[src/rtl/wisc_fetch_unit.sv]
// WISC instruction-fetch front end: registered fetch PC, single-outstanding imem handshake,
// prefetch FIFO drained by decode, taken-branch redirect with response squashing, sticky halt.
module wisc_fetch_unit #(
    parameter int unsigned ADDR_W   = 16,
    parameter int unsigned INSTR_W  = 16,
    parameter int unsigned FQ_DEPTH = 4,
    parameter int unsigned RESET_PC = 0
) (
    input  logic               clk,
    input  logic               rst_n,
    output logic               imem_req,
    output logic [ADDR_W-1:0]  imem_addr,
    input  logic               imem_gnt,
    input  logic               imem_rvalid,
    input  logic [INSTR_W-1:0] imem_rdata,
    output logic               instr_valid,
    output logic [INSTR_W-1:0] instr,
    output logic [ADDR_W-1:0]  instr_pc,
    output logic [ADDR_W-1:0]  instr_pc_next,
    input  logic               instr_ready,
    input  logic               redirect,
    input  logic [ADDR_W-1:0]  redirect_pc,
    input  logic               halt,
    output logic               hlt
);

    localparam int unsigned PtrW = (FQ_DEPTH > 1) ? $clog2(FQ_DEPTH) : 1;
    localparam int unsigned CntW = $clog2(FQ_DEPTH + 1);
    localparam logic [CntW:0] DepthVal = (CntW + 1)'(FQ_DEPTH);
    localparam logic [ADDR_W-1:0] ResetPc = ADDR_W'(RESET_PC);
    localparam logic [ADDR_W-1:0] EvenMask = {{(ADDR_W - 1){1'b1}}, 1'b0};

    logic [ADDR_W-1:0]  fpc, fpcNext;
    logic [ADDR_W-1:0]  tagPc, tagPcNext;
    logic [CntW-1:0]    count, countNext;
    logic [PtrW-1:0]    rdPtr, rdPtrNext, wrPtr, wrPtrNext;
    logic               outstanding, outstandingNext;
    logic               squash, squashNext;
    logic               halted, haltedNext;
    logic [ADDR_W-1:0]  qPc [FQ_DEPTH];
    logic [INSTR_W-1:0] qInstr [FQ_DEPTH];
    logic               accept, rsp, push, pop;
    logic [CntW:0]      occupancy;

    // A granted request always owns a queue slot, so a response can never overflow.
    always_comb begin
        occupancy     = {1'b0, count} + {{CntW{1'b0}}, outstanding};
        imem_req      = rst_n && !halted && !halt && !redirect &&
                        (!outstanding || imem_rvalid) && (occupancy < DepthVal);
        imem_addr     = rst_n ? fpc : '0;
        instr_valid   = (count != '0) && !halted;
        instr         = '0;
        instr_pc      = '0;
        instr_pc_next = '0;
        if (instr_valid) begin
            instr         = qInstr[rdPtr];
            instr_pc      = qPc[rdPtr];
            instr_pc_next = qPc[rdPtr] + ADDR_W'(2);
        end
        hlt = halted;
    end

    always_comb begin
        fpcNext         = fpc;
        tagPcNext       = tagPc;
        countNext       = count;
        rdPtrNext       = rdPtr;
        wrPtrNext       = wrPtr;
        outstandingNext = outstanding;
        squashNext      = squash;
        haltedNext      = halted;
        accept          = imem_req && imem_gnt;
        rsp             = outstanding && imem_rvalid;
        pop             = instr_valid && instr_ready;
        push            = 1'b0;
        if (halt || redirect) begin
            countNext       = '0;
            rdPtrNext       = '0;
            wrPtrNext       = '0;
            // The in-flight word belongs to the abandoned path; drop it when it lands.
            outstandingNext = outstanding && !imem_rvalid;
            squashNext      = outstanding && !imem_rvalid;
            if (halt) begin
                haltedNext = 1'b1;
            end else begin
                fpcNext = redirect_pc & EvenMask;
            end
        end else begin
            if (accept) begin
                fpcNext         = fpc + ADDR_W'(2);
                tagPcNext       = fpc;
                outstandingNext = 1'b1;
            end else if (rsp) begin
                outstandingNext = 1'b0;
            end
            if (rsp) begin
                if (squash) begin
                    squashNext = 1'b0;
                end else begin
                    push = !halted;
                end
            end
            if (push) begin
                wrPtrNext = wrPtr + PtrW'(1);
            end
            if (pop) begin
                rdPtrNext = rdPtr + PtrW'(1);
            end
            if (push && !pop) begin
                countNext = count + CntW'(1);
            end else if (!push && pop) begin
                countNext = count - CntW'(1);
            end
        end
    end

    always_ff @(posedge clk) begin
        if (!rst_n) begin
            fpc         <= ResetPc;
            tagPc       <= '0;
            count       <= '0;
            rdPtr       <= '0;
            wrPtr       <= '0;
            outstanding <= 1'b0;
            squash      <= 1'b0;
            halted      <= 1'b0;
        end else begin
            fpc         <= fpcNext;
            tagPc       <= tagPcNext;
            count       <= countNext;
            rdPtr       <= rdPtrNext;
            wrPtr       <= wrPtrNext;
            outstanding <= outstandingNext;
            squash      <= squashNext;
            halted      <= haltedNext;
        end
    end

    always_ff @(posedge clk) begin
        if (rst_n && push) begin
            qPc[wrPtr]    <= tagPc;
            qInstr[wrPtr] <= imem_rdata;
        end
    end

endmodule
[config.mk]
export PLATFORM = sky130hd
export DESIGN_NAME = wisc_fetch_unit
export DESIGN_NICKNAME = d
export VERILOG_FILES = /design/src/rtl/wisc_fetch_unit.sv
export SDC_FILE = /design/constraint.sdc
export NUM_CORES = 1
export LEC_CHECK = 0
export CAP_MARGIN = 20
export CORE_UTILIZATION = 55
export CTS_BUF_LIST = sky130_fd_sc_hd__clkbuf_4
export DETAILED_ROUTE_END_ITERATION = 12
export DONT_BUFFER_PORTS = 1
export GPL_TIMING_DRIVEN = 1
export PLACE_DENSITY = 0.7
export SLEW_MARGIN = 40
export SYNTH_ARGS = -nofsm -noshare
export SYNTH_HDL_FRONTEND = slang
export SYNTH_SLANG_ARGS = --single-unit
[constraint.sdc]
create_clock -name clk -period 4.9 [get_ports clk]
set_clock_uncertainty 0.05 [all_clocks]
set_input_delay 0.245 -clock clk [delete_from_list [all_inputs] [get_ports clk]]
set_output_delay 0.245 -clock clk [all_outputs]
set_load 0.005 [all_outputs]
# Yosys cells after proc, flatten, opt, wreduce, memory -nomap -nowiden
# Memory sizes are Yosys's and may differ from the RTL's. A register that Yosys moved wholly into a read port is not among the register bits.
# Cells that the tools add are included.
# totals
word_cells	75
reg_bits	42
memories	2
mem_bits_rw	128
input_bits	39
out_inout_bits	67
# mem_list
memory	words	word_bits	rd	rd_clocked_by_memory_dff	wr	line_no	rtl
qInstr	4	16	1	1	1	41	logic [INSTR_W-1:0] qInstr [FQ_DEPTH];
qPc	4	16	1	1	1	40	logic [ADDR_W-1:0] qPc [FQ_DEPTH];
# classes
order_cmp	1
eq_ne	1
muxes	23
bitwise_logic	2
add_sub_neg	7
n_reduce_logical	31
# ops
operator	count
16-bit 2-to-1 mux	7
16-bit by 2-bit adder with 16-bit output, second input constant	2
1-bit logical AND	13
1-bit 2-to-1 mux	10
2-bit 2-to-1 mux	4
1-bit logical NOT	7
3-bit 2-to-1 mux	2
2-bit AND reduction	3
2-bit nonzero test	3
3-bit nonzero test	2
2-bit by 1-bit adder with 2-bit output, second input constant	2
3-bit by 1-bit adder with 4-bit output	1
4-bit by 3-bit less-than comparator with 1-bit output, second input constant	1
3-bit by 1-bit adder with 3-bit output, second input constant	1
3-bit by 1-bit subtractor with 3-bit output, second input constant	1
1-bit logical OR	2
2-bit inequality test, second input constant	1
1-bit inverter	2
2-bit OR reduction	1

# Depth between registers and ports, before layout
# Gate-level depths: netlist of run 1.
# logic_depth
ltp_word	9
ltp_mapped	11
depth_no_buf	10

# Worst setup path after synthesis of run 1
# OpenSTA, ideal clock, no wires.
# synth_timing
kind	reg2reg
startpoint	register count[0]
endpoint	register count[2]
arrival_time_ps	2191
stages_incl_launch_ff	12
period_less_slack_ps	2312
setup_slack_ps	2588
required_time_ps	4779
setup_time_ps	71
path_buffers	1
path_cell_list	dfxtp_1 nor3_1 or2_2 clkbuf_1 inv_1 nand2_1 ha_1 inv_1 fa_1 xor2_1 or3_1 a21oi_1
# synth_via
elab_chain_cells	6
elab_cells_between_ends	11
classes_between	add/sub: 2; mux: 2; reduce/logical: 7
# synth_lines
element	line_no	rtl
start: declaration	35	logic [CntW-1:0] count, countNext;
start signal: assignment	130	count <= countNext;
branches (longest 6 deep; another with 3-bit by 1-bit subtractor with 3-bit output)	n/a	
# Parallel ways; which one is timed is not known. The select of a mux whose other input is x is not followed.
# A chain may end at the register's enable or synchronous reset.

==> impl_metrics.toml, run 1 <==
[die]
ios = 106
fp-row-count = 41
die-area_mm2 = 0.0134
initial_utilization_pct = 56.6
core_area_mm2 = 0.0126
die_w_um = 116
die_y_um = 116

[layout]
n_antenna_cell = 0
area_delta_synth_final_pct = 11.1
fill_cells = 959
final_nets = 606
drive_gt1_share_pct = 13.5

[synth]
synthDistinctLibCells = 48
synth-seq-cells = 166
ys.flop_type = "edfxtp_1"
yosys-top-cells-area = "edfxtp_1 (52%), dfxtp_1 (12%), mux4_2 (9.1%)"
yosysSeqAreaShare_pct = 63.9
postSynth.asyncResetShare_pct = 0
synth_commonest_cells = "edfxtp_1 (124), nand2_1 (54), and2_1 (45)"
syn_area_per_cell_um2 = 13.7
synth_most_common_cell = "edfxtp_1"
synth_enable_flop_cells = 124
yosysWarnings = 0
synth.top_cell.area_share_pct = 52.1
yosys.area.top_type = "edfxtp_1"
synthCells = 521
netlist_area_mm2 = 0.00714

[power]
leakage_nw = 2.50
ir_drop_v = 0.000137
p_per_area_mw_per_mm2 = 298

[worst_setup_path]
path_max_fanout = 16
worstPathCellList = "mux4_1 -> ha_1 -> nand2_1 -> nor3_1 -> xnor2_1 -> nor2_1"
r2r_end = "count[2]$_SDFFE_PP0P_"
r2r_setup_slack_ns = 2.08
cpPeakStageDelay_ns = 0.76
worstPathRequired_ns = 4.61
arrival_ns = 2.80
crit_family = "multiplexers"
worst-path-buf-inv = 0
reg2reg_depth = 10
cpMaxStageDelayCell = "mux4_1"
r2r_start = "count[0]$_SDFFE_PP0P_"
worstSetupEndpointType = "output pin"
worstSetupStartpointType = "register"
critical_path_class = "register to output pin"

[min_path]
min_from = "rst_n"
holdPathStages = 2
min_to = "fpc[8]$_SDFFE_PN0P_"
hp-class = "primary input to register"

[sta]
fin_ws_ns = 1.81
worst_pin_slew_ns = 0.765
finalCriticalPeriod_ns = 3.09
slew_headroom_pct = 48.8
rsz0062_at_grt = "no"
timing.final.crit_share_pct = 63.1
setup_viol = 0
max_freq_mhz = 323
drv_slew = 0
hold_viol_final = 0
fin_setup_tns_ns = 0

[clock_network]
cts.reportedPaths.clkPinSlew_ns = 0.13
hold_buffers = 38
cts_setup_buffers = 0
htree_num_levels = 4
clkLatencyLatePin_ns = 0.54
cts.sinks = 166
clk_path_buf_depth = 2
cts_buffers = 17
cts_resized = 0
tritoncts = "yes"
cts_root_buf = "clkbuf_4"

[placed_design]
io_buffer_count = 0
place_congestion = 0.807
pre_cts_ws_ns = 2.11
hpwl_um = 8770

[global_routing]
grt_usage_pct = 21.7
antenna_found_initial = 0
grt_pass1_wl_um = 21400
gr-total-overflow = 0
grt_max_degree = 34
grt_pass1_vias = 4165

[drt]
wire_per_inst_um = 18.3
drc = 0
drtAntennaViolNets = 0
vias = 4295
wirelength_um = 13600
drtIter0Drc = 348
first_pass_iters = 5
vias_per_cell = 5.77

[status]
status = "complete, no violations"

[flow_run]
maxCapViolations = 0
[worst max path at each step]
stage / start / to / slack, ns / cells after the start
after detailed placement: count[0]$_SDFFE_PP0P_ / count[2]$_SDFFE_PP0P_ / 2.11 / 10
after floorplan: count[0]$_SDFFE_PP0P_ / count[2]$_SDFFE_PP0P_ / 2.59 / 11
after global placement: count[0]$_SDFFE_PP0P_ / count[2]$_SDFFE_PP0P_ / 1.91 / 10
final: register / instr_pc_next[11] / 1.81 / 6
after CTS: register / instr_pc_next[11] / 1.71 / 6
after global routing: register / instr_pc_next[13] / 1.57 / 6
[cell families after synthesis]
kind of cell	share of synthesized area, %
other	0.0525
AND/OR/NAND/NOR	13.3
AO/OA/AOI/OAI	6.45
adder cells (fa/ha/maj)	1.51
XOR/XNOR	1.96
multiplexers	10.3
buffers and inverters	2.56
flip-flops	63.9
[state kept, by name (all words and copies together) (netlist names), named ones only]
| signal | flops |
|---|---|
| squash | 1 |
| qInstr | 64 |
| wrPtr | 2 |
| qPc | 60 |
| hlt | 1 |
| tagPc | 15 |
| count | 3 |
| rdPtr | 2 |
| fpc | 15 |
| outstanding | 1 |
[per-stage QoR]
stage	utilization [%]	std cells	cell area (um2)	hold slack, ns	power, mW
6_report	62.9	744	7940	0.127	2.37
5_1_grt	62.9	744	7940	0.113	2.45
4_1_cts	62.9	744	7940	0.0604	2.38
3_5_place_dp	57.8	674	7290	0.294	1.61
3_3_place_gp	57.7	674	7290	0.294	1.61
2_1_floorplan	-	523	7150	0.294	1.60
[final cells by class]
class,count,area (um2),area share (%)
flip-flops and latches,166,4570,57.5
repair buffers,45,433,5.45
multi-input cells,316,2410,30.3
clock inverters,14,133,1.67
clock buffers,18,135,1.70
well taps,172,215,2.71
inverters,13,48.8,0.615
[routing by layer]
metal	wire, um	vias to the layer above	global-route usage, %
met5	0	-	0
met4	148	0	7.52
met3	829	13	5.65
met2	6580	152	34.4
met1	6030	2125	29.3
li1	-	2005	-
[power breakdown]
group          switching (mW)  internal (mW)  total (mW)
registers              0.0146           1.51        1.52
logic                  0.0480         0.0425      0.0905
clock network           0.448          0.305       0.753
[cell usage in the layout (no fill, tap or decap), drive strengths merged, types with 14 or more instances in the layout]
master	synthesis	final
and2	45	45
nor2	42	42
mux4	31	31
inv	12	16
dlygate4sd3	0	38
dfxtp	42	42
clkbuf	17	18
a21oi	24	24
edfxtp	124	124
nand3	14	14
nand2	54	54
No activity file was read; power rests on OpenSTA's default activity.
==> inputs of run 2 (changes only) <==
PLACE_DENSITY = 0.73   (was 0.7)
clock period = 2.6 ns   (was 4.9 ns; I/O delays follow)
==> impl_metrics.toml, run 2 (same netlist as run 1, synthesis figures left out) <==
[worst_setup_path]
r2r_setup_slack_ns = 0.23
crit_family = "multiplexers"
worstPathRequired_ns = 2.42
worstSetupEndpointType = "output pin"
worstSetupStartpointType = "register"
r2r_end = "fpc[7]$_SDFFE_PN0P_"
worstPathCellList = "buf_12 -> mux4_2 -> or3_1 -> a21oi_2"
critical_path_class = "register to output pin"
arrival_ns = 2.26
r2r_start = "count[0]$_SDFFE_PP0P_"
cpMaxStageDelayCell = "mux4_2"
cpPeakStageDelay_ns = 0.58
path_max_fanout = 8
reg2reg_depth = 6
worst-path-buf-inv = 1

[placed_design]
hpwl_um = 8680
io_buffer_count = 0
place_congestion = 0.777

[power]
ir_drop_v = 0.000291
p_int_mw = 3.49
p_per_area_mw_per_mm2 = 550
p_clk_share_pct = 31.8
p_seq_share_pct = 64.3
power.switching_mw = 0.967
leakage_nw = 2.56
switching_share_pct = 21.7
power_frac_comb_pct = 3.9
total_power_mw = 4.46

[clock_network]
tritoncts = "yes"
cts.sinks = 166
clk_path_buf_depth = 2
cts_root_buf = "clkbuf_4"
clkLatencyLatePin_ns = 0.54
cts_buffers = 17
htree_num_levels = 4
cts.reportedPaths.clkPinSlew_ns = 0.13

[sta]
finalCriticalPeriod_ns = 2.44
max_freq_mhz = 409
timing.final.crit_share_pct = 94.0
worst_pin_slew_ns = 0.673
drv_slew = 0
rsz0062_at_grt = "yes"
setup_viol = 0
slew_headroom_pct = 55.0
hold_viol_final = 0

[die]
initial_utilization_pct = 56.6
die-area_mm2 = 0.0134
core_area_mm2 = 0.0126
fp-row-count = 41
die_w_um = 116
ios = 106
die_y_um = 116

[global_routing]
grt_max_degree = 33
grt_pass1_wl_um = 21100
gr-total-overflow = 0
grt_usage_pct = 21.4
grt_pass1_vias = 4050
antenna_found_initial = 1

[layout]
fin_util_pct = 64.3
area_delta_synth_final_pct = 13.5
final_common_cell = "edfxtp_1"
drive_gt1_share_pct = 16.8
largest_register_ffs = 64
fill_cells = 942
regMostFlops = "qInstr"
layout_common_cells = "edfxtp_1 (124), nand2_1 (53), and2_1 (45)"
area.sequential_mm2 = 0.00457
largestRegisters = "qInstr x64, qPc x60"
final_nets = 620
multiInputGateArea_mm2 = 0.00242

[drt]
drtIter0Drc = 262
vias = 4362
drtAntennaViolNets = 0
drc = 0
wirelength_um = 13600
first_pass_iters = 5
vias_per_cell = 5.75
wire_per_inst_um = 18.0

[min_path]
hp-class = "primary input to register"
min_to = "fpc[12]$_SDFFE_PN0P_"
min_from = "imem_gnt"
holdPathStages = 3

[flow_run]
maxCapViolations = 0

[status]
status = "complete, no violations"
==> run 2: worst reg2reg max path, cell delays in order, from the launching register on <==
cell and delay [ns]:
dfxtp_1 0.43, a21boi_0 0.14, o211ai_1 0.52, o21a_1 0.41, a221oi_1 0.09, dlygate4sd3_1 0.59
nor2_1 0.09
==> run 2: layout make-up <==
class,instances,share of cell area [%]
diodes,1,0.0308
clock buffers,18,1.67
clock inverters,13,1.65
inverters,13,0.602
multi-input cells,316,29.9
flip-flops and latches,166,56.3
well taps,172,2.65
repair buffers,59,7.19
==> run 2: worst max path at each step <==
stage,start,to,slack (ns),cells past startpoint
finish,register,instr_pc_next[7],0.16,4
global route,register,instr_pc_next[14],-0.02,6
CTS,register,instr_pc_next[8],0.01,4
detailed placement,count[0]$_SDFFE_PP0P_,count[2]$_SDFFE_PP0P_,0.42,10
global placement,count[0]$_SDFFE_PP0P_,fpc[1]$_SDFFE_PN0P_,0.50,5
floorplan,count[0]$_SDFFE_PP0P_,count[2]$_SDFFE_PP0P_,0.29,11
==> run 2: layer usage <==
| layer | vias to the layer above | wire length, um | GRT usage (%) |
|---|---|---|---|
| li1 | 2036 | - | - |
| met2 | 174 | 6490 | 33.5 |
| met1 | 2140 | 6050 | 28.8 |
| met4 | 0 | 160 | 7.26 |
| met5 | - | 0 | 0 |
| met3 | 12 | 932 | 6.33 |
==> run 2: stage by stage <==
stage	hold WS (ns)	area [um2]	setup TNS, ns	std cells	setup WS, ns
after global placement	0.179	7350	0	682	0.498
after global routing	0.123	8110	-0.0752	758	-0.0222
after CTS	0.0957	8010	0	751	0.0111
after detailed placement	0.179	7350	0	682	0.420
final	0.166	8110	0	758	0.156
after floorplan	0.179	7150	0	523	0.288
==> run 2: what timing repair did <==
action,CTS,global route
setup endpoints to repair,10,10
pin swaps,0,2
setup buffers,0,6
hold buffers,38,0
gates resized for setup,8,9
cloned,0,0
endpoints found under the hold margin,105,0
==> run 2: power by group through the flow <==
stage	Clock, mW	Sequential (mW)	Combinational, mW
floorplan	0	2.92	0.0974
finish	1.42	2.87	0.175
detailed placement	0	2.93	0.110
CTS	1.45	2.87	0.173
global route	1.57	2.87	0.193
global placement	0	2.93	0.106
==> inputs of run 3 (changes only) <==
--- a/config.mk
+++ b/config.mk
@@ -10,2 +10,3 @@
 export CTS_BUF_LIST = sky130_fd_sc_hd__clkbuf_4
+export CTS_CLUSTER_DIAMETER = 30
 export DETAILED_ROUTE_END_ITERATION = 12
==> constraint.sdc (replaced) <==
create_clock -name clk -period 2.6 [get_ports clk]
set_clock_uncertainty 0.05 [all_clocks]
set_input_delay 0.52 -clock clk [delete_from_list [all_inputs] [get_ports clk]]
set_output_delay 0.52 -clock clk [all_outputs]
set_load 0.005 [all_outputs]
==> impl_metrics.toml, run 3 (same netlist as run 1, synthesis figures left out) <==
[sta]
fin_ws_ns = -0.243
max_freq_mhz = 352
setup_viol = 14
rsz0062_at_grt = "yes"
hold_viol_final = 0
drv_slew = 0
worst_pin_slew_ns = 0.638
finalCriticalPeriod_ns = 2.84
slew_headroom_pct = 57.4
timing.final.crit_share_pct = 109

[drt]
drc = 0
drtIter0Drc = 274
vias = 4336
wirelength_um = 13800
first_pass_iters = 5
wire_per_inst_um = 18.5
drtAntennaViolNets = 0
vias_per_cell = 5.78

[status]
violations = "setup timing"
status = "finished, violations left"

[die]
fp-row-count = 41
initial_utilization_pct = 56.6
die_y_um = 116
core_area_mm2 = 0.0126
die_w_um = 116
ios = 106
die-area_mm2 = 0.0134

[global_routing]
grt_usage_pct = 21.8
gr-total-overflow = 0
grt_max_degree = 33
grt_pass1_wl_um = 21500
grt_pass1_vias = 4161
antenna_found_initial = 0

[placed_design]
post_dp_cell_area_mm2 = 0.00742
pre_cts_ws_ns = 0.176
place_congestion = 0.785
io_buffer_count = 0
hpwl_um = 8990

[layout]
finalInstanceArea_mm2 = 0.00816
area_delta_synth_final_pct = 14.2
final_common_cell = "edfxtp_1"
fin_util_pct = 64.7
fill_cells = 925
n_antenna_cell = 0
largest_register_ffs = 64
layout_common_cells = "edfxtp_1 (124), nand2_1 (53), nor2_1 (41)"
final_nets = 612
drive_gt1_share_pct = 22.0
largestRegisters = "qInstr x64, qPc x60"
regMostFlops = "qInstr"

[worst_setup_path]
cpPeakStageDelay_ns = 0.58
worst-path-buf-inv = 1
r2r_setup_slack_ns = 0.40
critical_path_class = "register to output pin"
path_max_fanout = 7
worstPathCellList = "buf_12 -> mux4_2 -> or3_4 -> a21oi_2"
worstPathRequired_ns = 2.03
worstSetupEndpointType = "output pin"
cpMaxStageDelayCell = "mux4_2"
arrival_ns = 2.27
crit_family = "multiplexers"
worstSetupStartpointType = "register"

[clock_network]
clk_path_buf_depth = 2
cts_root_buf = "clkbuf_4"
cts_buffers = 17
tritoncts = "yes"
htree_num_levels = 4
clkLatencyLatePin_ns = 0.55
cts.reportedPaths.clkPinSlew_ns = 0.14
cts.sinks = 166

[min_path]
hp-class = "primary input to register"

[power]
p_per_area_mw_per_mm2 = 550
total_power_mw = 4.49
ir_drop_v = 0.000275
leakage_nw = 2.58

[flow_run]
maxCapViolations = 0
==> run 3: cell type report <==
cell class	count	area (um2)	share of cell area (%)
flip-flops and latches	166	4570	56.0
multi-input cells	317	2500	30.7
repair buffers	50	534	6.55
well taps	172	215	2.64
clock inverters	14	151	1.86
clock buffers	18	135	1.66
inverters	13	48.8	0.598
==> run 3: per-layer routing <==
| metal | vias to the layer above | GRT usage [%] | share of wire (%) |
|---|---|---|---|
| li1 | 2027 | - | - |
| met2 | 146 | 35.2 | 48 |
| met3 | 16 | 5.75 | 6.6 |
| met5 | - | 0 | 0 |
| met4 | 0 | 5.98 | 1.1 |
| met1 | 2147 | 29.5 | 44 |
==> run 3: worst register-to-register path: stages, from the launching register on <==
cell	delay [ns]
dfxtp_2	0.37
nor3_1	0.15
or2_2	0.15
inv_1	0.07
nand2_1	0.11
ha_1	0.20
inv_1	0.06
fa_1	0.37
xor2_1	0.16
or3_1	0.31
a21oi_1	0.14
==> run 3: path summary, 6_finish.rpt <==
check | start | to | cells after the start
worst min-delay path | rst_n | fpc[7]$_SDFFE_PN0P_ | 2
worst min register to register | squash$_SDFFE_PN0P_ | squash$_SDFFE_PN0P_ | 2
worst max-delay path | register | instr_pc_next[7] | 4
worst max register to register | count[0]$_SDFFE_PP0P_ | count[2]$_SDFFE_PP0P_ | 10
==> run 3: timing repair <==
item	CTS	global route
hold endpoints to repair	66	0
pin swaps	6	6
hold buffers	18	0
gates resized for setup	31	14
setup endpoints to repair	26	44
gates cloned	1	0
buffers inserted	12	1
==> run 3: per-stage QoR <==
step	hold WS, ns	cells	setup TNS (ns)
CTS	0.00734	749	-3.40
finish	0.0473	750	-2.56
global route	0.0228	750	-4.63
global placement	0.389	686	0
detailed placement	0.404	686	0
floorplan	0.378	523	0
==> run 3: power by group <==
group,switching (mW),total (mW),internal [mW]
Clock,0.885,1.48,0.592
Combinational,0.0798,0.144,0.0647
Sequential,0.0268,2.87,2.84
